<file path="src/rtl/spi_xfer_queue.sv">
// Byte-level queueing front end for the SPI master core.
// The host pushes bytes into a TX FIFO. Each byte is launched as one SPI
// transfer, and the byte the master receives lands in an RX FIFO that the
// host drains. A launch only happens when RX has room, so a received byte
// can never be dropped.

module spi_xfer_queue #(
    parameter int DEPTH   = 4,
    parameter int TIMEOUT = 64
) (
    input  logic                   clk,
    input  logic                   rst,
    input  logic                   wr_en,
    input  logic [7:0]             wr_data,
    output logic                   tx_full,
    output logic [$clog2(DEPTH):0] tx_count,
    input  logic                   rd_en,
    output logic [7:0]             rd_data,
    output logic                   rx_empty,
    output logic [$clog2(DEPTH):0] rx_count,
    output logic                   spi_start,
    output logic [7:0]             spi_din,
    input  logic                   spi_done,
    input  logic [7:0]             spi_dout,
    output logic                   busy,
    output logic                   tx_ovf,
    output logic                   rx_udf,
    output logic                   timeout,
    input  logic                   clr_flags
);

    localparam int AW = $clog2(DEPTH);
    localparam int CW = AW + 1;
    localparam int TW = $clog2(TIMEOUT);

    localparam logic [CW-1:0] FULL_COUNT = CW'(DEPTH);
    localparam logic [TW-1:0] TIMER_MAX  = TW'(TIMEOUT - 1);

    typedef enum logic {
        IDLE = 1'b0,
        XFER = 1'b1
    } state_t;

    state_t r_state;

    // TX FIFO storage and bookkeeping
    logic [7:0]    r_txMem [DEPTH];
    logic [AW-1:0] r_txWrPtr;
    logic [AW-1:0] r_txRdPtr;
    logic [CW-1:0] r_txCount;

    // RX FIFO storage and bookkeeping
    logic [7:0]    r_rxMem [DEPTH];
    logic [AW-1:0] r_rxWrPtr;
    logic [AW-1:0] r_rxRdPtr;
    logic [CW-1:0] r_rxCount;

    // Transfer engine registers
    logic          r_spiStart;
    logic [7:0]    r_spiDin;
    logic [TW-1:0] r_timer;

    // Sticky error flags
    logic          r_txOvf;
    logic          r_rxUdf;
    logic          r_timeout;

    logic w_txFull;
    logic w_txEmpty;
    logic w_rxFull;
    logic w_rxEmpty;
    logic w_launch;
    logic w_txPush;
    logic w_txPop;
    logic w_doneAccept;
    logic w_timeoutHit;
    logic w_rxPush;
    logic w_rxPop;

    assign w_txFull  = (r_txCount == FULL_COUNT);
    assign w_txEmpty = (r_txCount == '0);
    assign w_rxFull  = (r_rxCount == FULL_COUNT);
    assign w_rxEmpty = (r_rxCount == '0);

    // A new transfer needs a queued byte and a free RX slot for its reply
    assign w_launch = (r_state == IDLE) && !w_txEmpty && !w_rxFull;
    assign w_txPop  = w_launch;

    // A full FIFO still accepts a write when the head leaves in the same cycle
    assign w_txPush = wr_en && (!w_txFull || w_txPop);

    // done is ignored during the start cycle, and beats a coincident timeout
    assign w_doneAccept = (r_state == XFER) && !r_spiStart && spi_done;
    assign w_timeoutHit = (r_state == XFER) && !w_doneAccept && (r_timer == TIMER_MAX);

    assign w_rxPush = w_doneAccept && !w_rxFull;
    assign w_rxPop  = rd_en && !w_rxEmpty;

    // TX payload storage; contents are don't-care until written
    always_ff @(posedge clk) begin
        if (w_txPush) begin
            r_txMem[r_txWrPtr] <= wr_data;
        end
    end

    // TX pointers and occupancy; pointers wrap naturally since DEPTH is 2^AW
    always_ff @(posedge clk or posedge rst) begin
        if (rst) begin
            r_txWrPtr <= '0;
            r_txRdPtr <= '0;
            r_txCount <= '0;
        end else begin
            if (w_txPush) begin
                r_txWrPtr <= r_txWrPtr + AW'(1);
            end
            if (w_txPop) begin
                r_txRdPtr <= r_txRdPtr + AW'(1);
            end
            case ({w_txPush, w_txPop})
                2'b10:   r_txCount <= r_txCount + CW'(1);
                2'b01:   r_txCount <= r_txCount - CW'(1);
                default: r_txCount <= r_txCount;
            endcase
        end
    end

    // RX payload storage; the head is masked to zero while empty
    always_ff @(posedge clk) begin
        if (w_rxPush) begin
            r_rxMem[r_rxWrPtr] <= spi_dout;
        end
    end

    // RX pointers and occupancy
    always_ff @(posedge clk or posedge rst) begin
        if (rst) begin
            r_rxWrPtr <= '0;
            r_rxRdPtr <= '0;
            r_rxCount <= '0;
        end else begin
            if (w_rxPush) begin
                r_rxWrPtr <= r_rxWrPtr + AW'(1);
            end
            if (w_rxPop) begin
                r_rxRdPtr <= r_rxRdPtr + AW'(1);
            end
            case ({w_rxPush, w_rxPop})
                2'b10:   r_rxCount <= r_rxCount + CW'(1);
                2'b01:   r_rxCount <= r_rxCount - CW'(1);
                default: r_rxCount <= r_rxCount;
            endcase
        end
    end

    // Transfer FSM: launch a queued byte, then wait for done or give up
    always_ff @(posedge clk or posedge rst) begin
        if (rst) begin
            r_state    <= IDLE;
            r_spiStart <= 1'b0;
            r_spiDin   <= 8'h00;
            r_timer    <= '0;
        end else begin
            case (r_state)
                IDLE: begin
                    r_spiStart <= 1'b0;
                    if (w_launch) begin
                        r_state    <= XFER;
                        r_spiDin   <= r_txMem[r_txRdPtr];
                        r_spiStart <= 1'b1;
                        r_timer    <= '0;
                    end
                end
                XFER: begin
                    r_spiStart <= 1'b0;
                    if (w_doneAccept || w_timeoutHit) begin
                        r_state <= IDLE;
                        r_timer <= '0;
                    end else begin
                        r_timer <= r_timer + TW'(1);
                    end
                end
                default: begin
                    r_state    <= IDLE;
                    r_spiStart <= 1'b0;
                    r_timer    <= '0;
                end
            endcase
        end
    end

    // Sticky flags; a new event in the same cycle as a clear keeps the flag set
    always_ff @(posedge clk or posedge rst) begin
        if (rst) begin
            r_txOvf   <= 1'b0;
            r_rxUdf   <= 1'b0;
            r_timeout <= 1'b0;
        end else begin
            if (wr_en && !w_txPush) begin
                r_txOvf <= 1'b1;
            end else if (clr_flags) begin
                r_txOvf <= 1'b0;
            end

            if (rd_en && w_rxEmpty) begin
                r_rxUdf <= 1'b1;
            end else if (clr_flags) begin
                r_rxUdf <= 1'b0;
            end

            if (w_timeoutHit) begin
                r_timeout <= 1'b1;
            end else if (clr_flags) begin
                r_timeout <= 1'b0;
            end
        end
    end

    assign tx_full   = w_txFull;
    assign tx_count  = r_txCount;
    assign rx_empty  = w_rxEmpty;
    assign rx_count  = r_rxCount;
    assign rd_data   = w_rxEmpty ? 8'h00 : r_rxMem[r_rxRdPtr];
    assign spi_start = r_spiStart;
    assign spi_din   = r_spiDin;
    assign busy      = (r_state == XFER);
    assign tx_ovf    = r_txOvf;
    assign rx_udf    = r_rxUdf;
    assign timeout   = r_timeout;

endmodule

</file>
<file path="config.mk">
export PLATFORM = sky130hd
export DESIGN_NAME = spi_xfer_queue
export DESIGN_NICKNAME = d
export VERILOG_FILES = /design/src/rtl/spi_xfer_queue.sv
export SDC_FILE = /design/constraint.sdc
export NUM_CORES = 1
export LEC_CHECK = 0
export BUFFER_PORTS_ARGS = -buffer_cell sky130_fd_sc_hd__clkbuf_2
export CAP_MARGIN = 0
export CELL_PAD_IN_SITES_DETAIL_PLACEMENT = 0
export CELL_PAD_IN_SITES_GLOBAL_PLACEMENT = 1
export CORE_MARGIN = 10
export CORE_UTILIZATION = 45
export DETAILED_ROUTE_END_ITERATION = 10
export PLACE_DENSITY_LB_ADDON = 0.25
export REMOVE_ABC_BUFFERS = 1
export SETUP_SLACK_MARGIN = 0.05
export SKIP_LAST_GASP = 1
export SYNTH_ARGS = -nofsm -noshare
export SYNTH_HDL_FRONTEND = slang
export SYNTH_SLANG_ARGS = --single-unit
</file>
<file path="constraint.sdc">
create_clock -name clk -period 2.7 [get_ports clk]
set_clock_uncertainty 0.15 [all_clocks]
set_input_delay 0.54 -clock clk [delete_from_list [all_inputs] [get_ports clk]]
set_output_delay 0.54 -clock clk [all_outputs]
set_load 0.1 [all_outputs]
</file>
==> key figures <==
Floorplanning
  • Die area: 0.0134 mm^2
  • Core area: 0.00885 mm^2
  • Starting Density: 46.7%
  • Die Wd: 116 um
  • Row Count: 34
  • Die H: 116 um
  • Number of top-level pins: 51

Timing
  • FMAX: 408 MHz
  • Final period util: 90.8%
  • Final Hold Fails: 0
  • Fin crit period: 2.45 ns
  • Worst slew pin tran: 0.593 ns
  • Relative slew margins: 60.5%
  • Setup violations, final: 0
  • Hold WS: 0.0879 ns
  • RSZ-0062 raised after global routing: no
  • Final count of pins violating max slew: 0

Clock network
  • Hold_buf cts: 0
  • Root cell of the clock tree: clkbuf_8
  • Post-CTS Resized: 0
  • Num CTS Buffers: 9
  • Clock transition at path regs: 0.10 ns
  • Clk Latency, worst-skew pair: 0.36 ns
  • CTS tree: built
  • Clock buffer depth: 2
  • H-tree Lvls: 3
  • Total setup buffers inserted after CTS: 0
  • Clk sinks: 97

Global route
  • All-Layer GR Usage: 12.1%
  • Initial antenna violation count: 0
  • Largest net degree at the start of global routing: 34
  • Met2 GRT Util: 20.6%
  • Global-route layer with the greatest usage: met2
  • Vias in the first global route: 2376
  • First-pass GRT wire length: 12300 um
  • Met1 Usage GRT: 14.1%
  • Gr ovfl total: 0
  • Met3 usage: 3.00%

Critical path
  • Worst path buffer plus inverter count: 2
  • Crit path capture type: flop
  • Crit path kind: flop to flop
  • Crit start category: flop
  • Worst-path fanout max: 8
  • CP max-delay cell: dfrtp_1
  • Crit-path cells: or3b_1 -> and3_1 -> inv_1 -> ha_1 -> inv_1 -> fa_1 -> xor2_1 -> nor2_1 -> xor2_1
  • Largest stage delay on the critical path: 0.45 ns
  • CP top delay family: simple AND/OR/NAND/NOR gates
  • Data required time of the worst path: 2.83 ns
  • Crit path DAT: 2.58 ns

Logic synthesis
  • Mapped Avg Cell Area: 16.2 um^2
  • Async S/R FF share, synth: 34.0%
  • Cell variety after synth: 45
  • Post-Syn Instances: 256
  • Register area share after synthesis: 66.4%
  • Mapped Area: 0.00414 mm^2
  • Most used DFF post-synth: edfxtp_1
  • Synthesized flop and latch total: 97
  • Number of synthesized flops with an enable pin: 64
  • Yosys warns: 0

Run
  • Max-cap violations: 0

Placed design
  • Final estimated routing congestion in global placement: 0.765
  • # port buffers: 50
  • DP Cell Count: 412
  • Hpwl dp: 5340 um

Layout
  • Most frequent cells in the layout: edfxtp_1, clkbuf_2, dfrtp_1
  • Area delta synth->final: 17.2%
  • Commonest non-fill, non-tap cell in the layout: edfxtp_1
  • Diode count: 0
  • FILL cells: 733
  • Layout Cells excl Fill: 428
  • Share of layout cells above drive strength 1: 32.8%
  • Post-layout nets: 349

Routing
  • Via density: 5.15
  • Pre-antenna DRT Iters: 4
  • DRC: 0
  • Final ANT Viol Nets: 0
  • Initial DRC Count: 99
  • Average routed wire per standard cell: 17.7 um
  • DR vias: 2204
  • Post-Route WL: 7590 um

Hold path
  • Worst hold path class: input pin to async pin

Outcome
  • Status: finished, final reports clean
-- kinds of logic (layout without fill, tap and decap cells) --
logic type	count (synthesis)	count (layout)	synth area share, %
flip-flops	97	97	66.4
AND/OR/NAND/NOR	56	56	8.38
multiplexers	26	26	11.8
adder cells (fa/ha/maj)	12	12	3.99
AO/OA/AOI/OAI	25	25	3.87
XOR/XNOR	12	12	2.54
buffers and inverters	28	92	2.93
-- synthesized netlist by cell type (2+ instances only) --
cell / instances / share of area [%]
nor2_1: 4 / 0.36
inv_1: 18 / 1.6
xor2_1: 6 / 1.3
mux2_4: 5 / 1.8
dfrtp_1: 33 / 20
ha_1: 10 / 3.0
nor2b_1: 13 / 2.0
and2_1: 5 / 0.76
a21oi_1: 3 / 0.36
nand3_1: 4 / 0.48
o21ai_0: 11 / 1.3
nand2b_1: 2 / 0.30
o22ai_1: 2 / 0.30
fa_1: 2 / 0.97
xnor2_1: 6 / 1.3
nor3_1: 2 / 0.24
buf_2: 4 / 0.48
mux2i_1: 2 / 0.48
edfxtp_1: 64 / 46
clkbuf_1: 4 / 0.36
and3_1: 6 / 0.91
mux2_2: 3 / 0.82
nand2_1: 10 / 0.91
mux4_2: 16 / 8.7
-- worst register-to-register path, delay by kind of cell (launching register included) --
kind	cells	cell delay [ns]
adders and majority gates	2	0.54
and+or+nand+nor	3	0.79
DFF	1	0.45
buffers and inverters	2	0.14
xor gates and xnor gates	2	0.31
-- registers in the layout (all words and copies together) (netlist names) --
signal     flops
busy           1
r_rxMem       32
r_rxRdPtr      2
r_rxWrPtr      2
r_timer        6
r_txMem       32
r_txRdPtr      2
r_txWrPtr      2
rx_count       3
rx_udf         1
spi_din        8
spi_start      1
timeout        1
tx_count       3
tx_ovf         1
-- per-layer routing --
| layer | wire length [um] | part of all wire, % |
|---|---|---|
| met5 | 0 | 0 |
| met4 | 117 | 1.5 |
| met3 | 335 | 4.4 |
| met2 | 3910 | 51 |
| met1 | 3230 | 43 |
-- area by class of cell --
type	instances	area, um^2	area share [%]
clock buffers	9	124	2.56
clock inverters	7	61.3	1.26
inverters	18	67.6	1.39
multi-input cells	131	1270	26.1
flip-flops and latches	97	2750	56.7
well taps	108	135	2.79
repair buffers	58	445	9.19
-- per-stage QoR --
| step | utilization (%) | setup TNS (ns) | setup slack [ns] | cell area (um^2) |
|---|---|---|---|---|
| final | 54.8 | 0 | 0.250 | 4850 |
| after global routing | 54.8 | 0 | 0.0733 | 4850 |
| after CTS | 54.8 | 0 | 0.225 | 4850 |
| after detailed placement | 52.7 | 0 | 0.264 | 4660 |
| after global placement | 52.7 | 0 | 0.319 | 4660 |
| after floorplan | - | -60.66 | -2.96 | 4080 |
-- worst paths after layout --
path	slack (ns)	from	cells past startpoint	end
worst min register to register	0.37	r_timer[1]$_DFFE_PP0P_	2	r_timer[1]$_DFFE_PP0P_
worst max register to register	0.25	rx_count[1]$_DFFE_PP0P_	9	rx_count[2]$_DFFE_PP0P_
worst max-delay path	0.25	rx_count[1]$_DFFE_PP0P_	9	rx_count[2]$_DFFE_PP0P_
min in group clk	0.25	spi_dout[3]	1	r_rxMem[0][3]$_DFFE_PP_
worst min-delay path	0.09	rst	3	tx_ovf$_DFFE_PP0P_
max in group asynchronous	1.98	rst	3	spi_din[5]$_DFFE_PP0P_
Power is not shown: default switching activity piles up to over one toggle a cycle in this logic, so the estimate is an artifact.
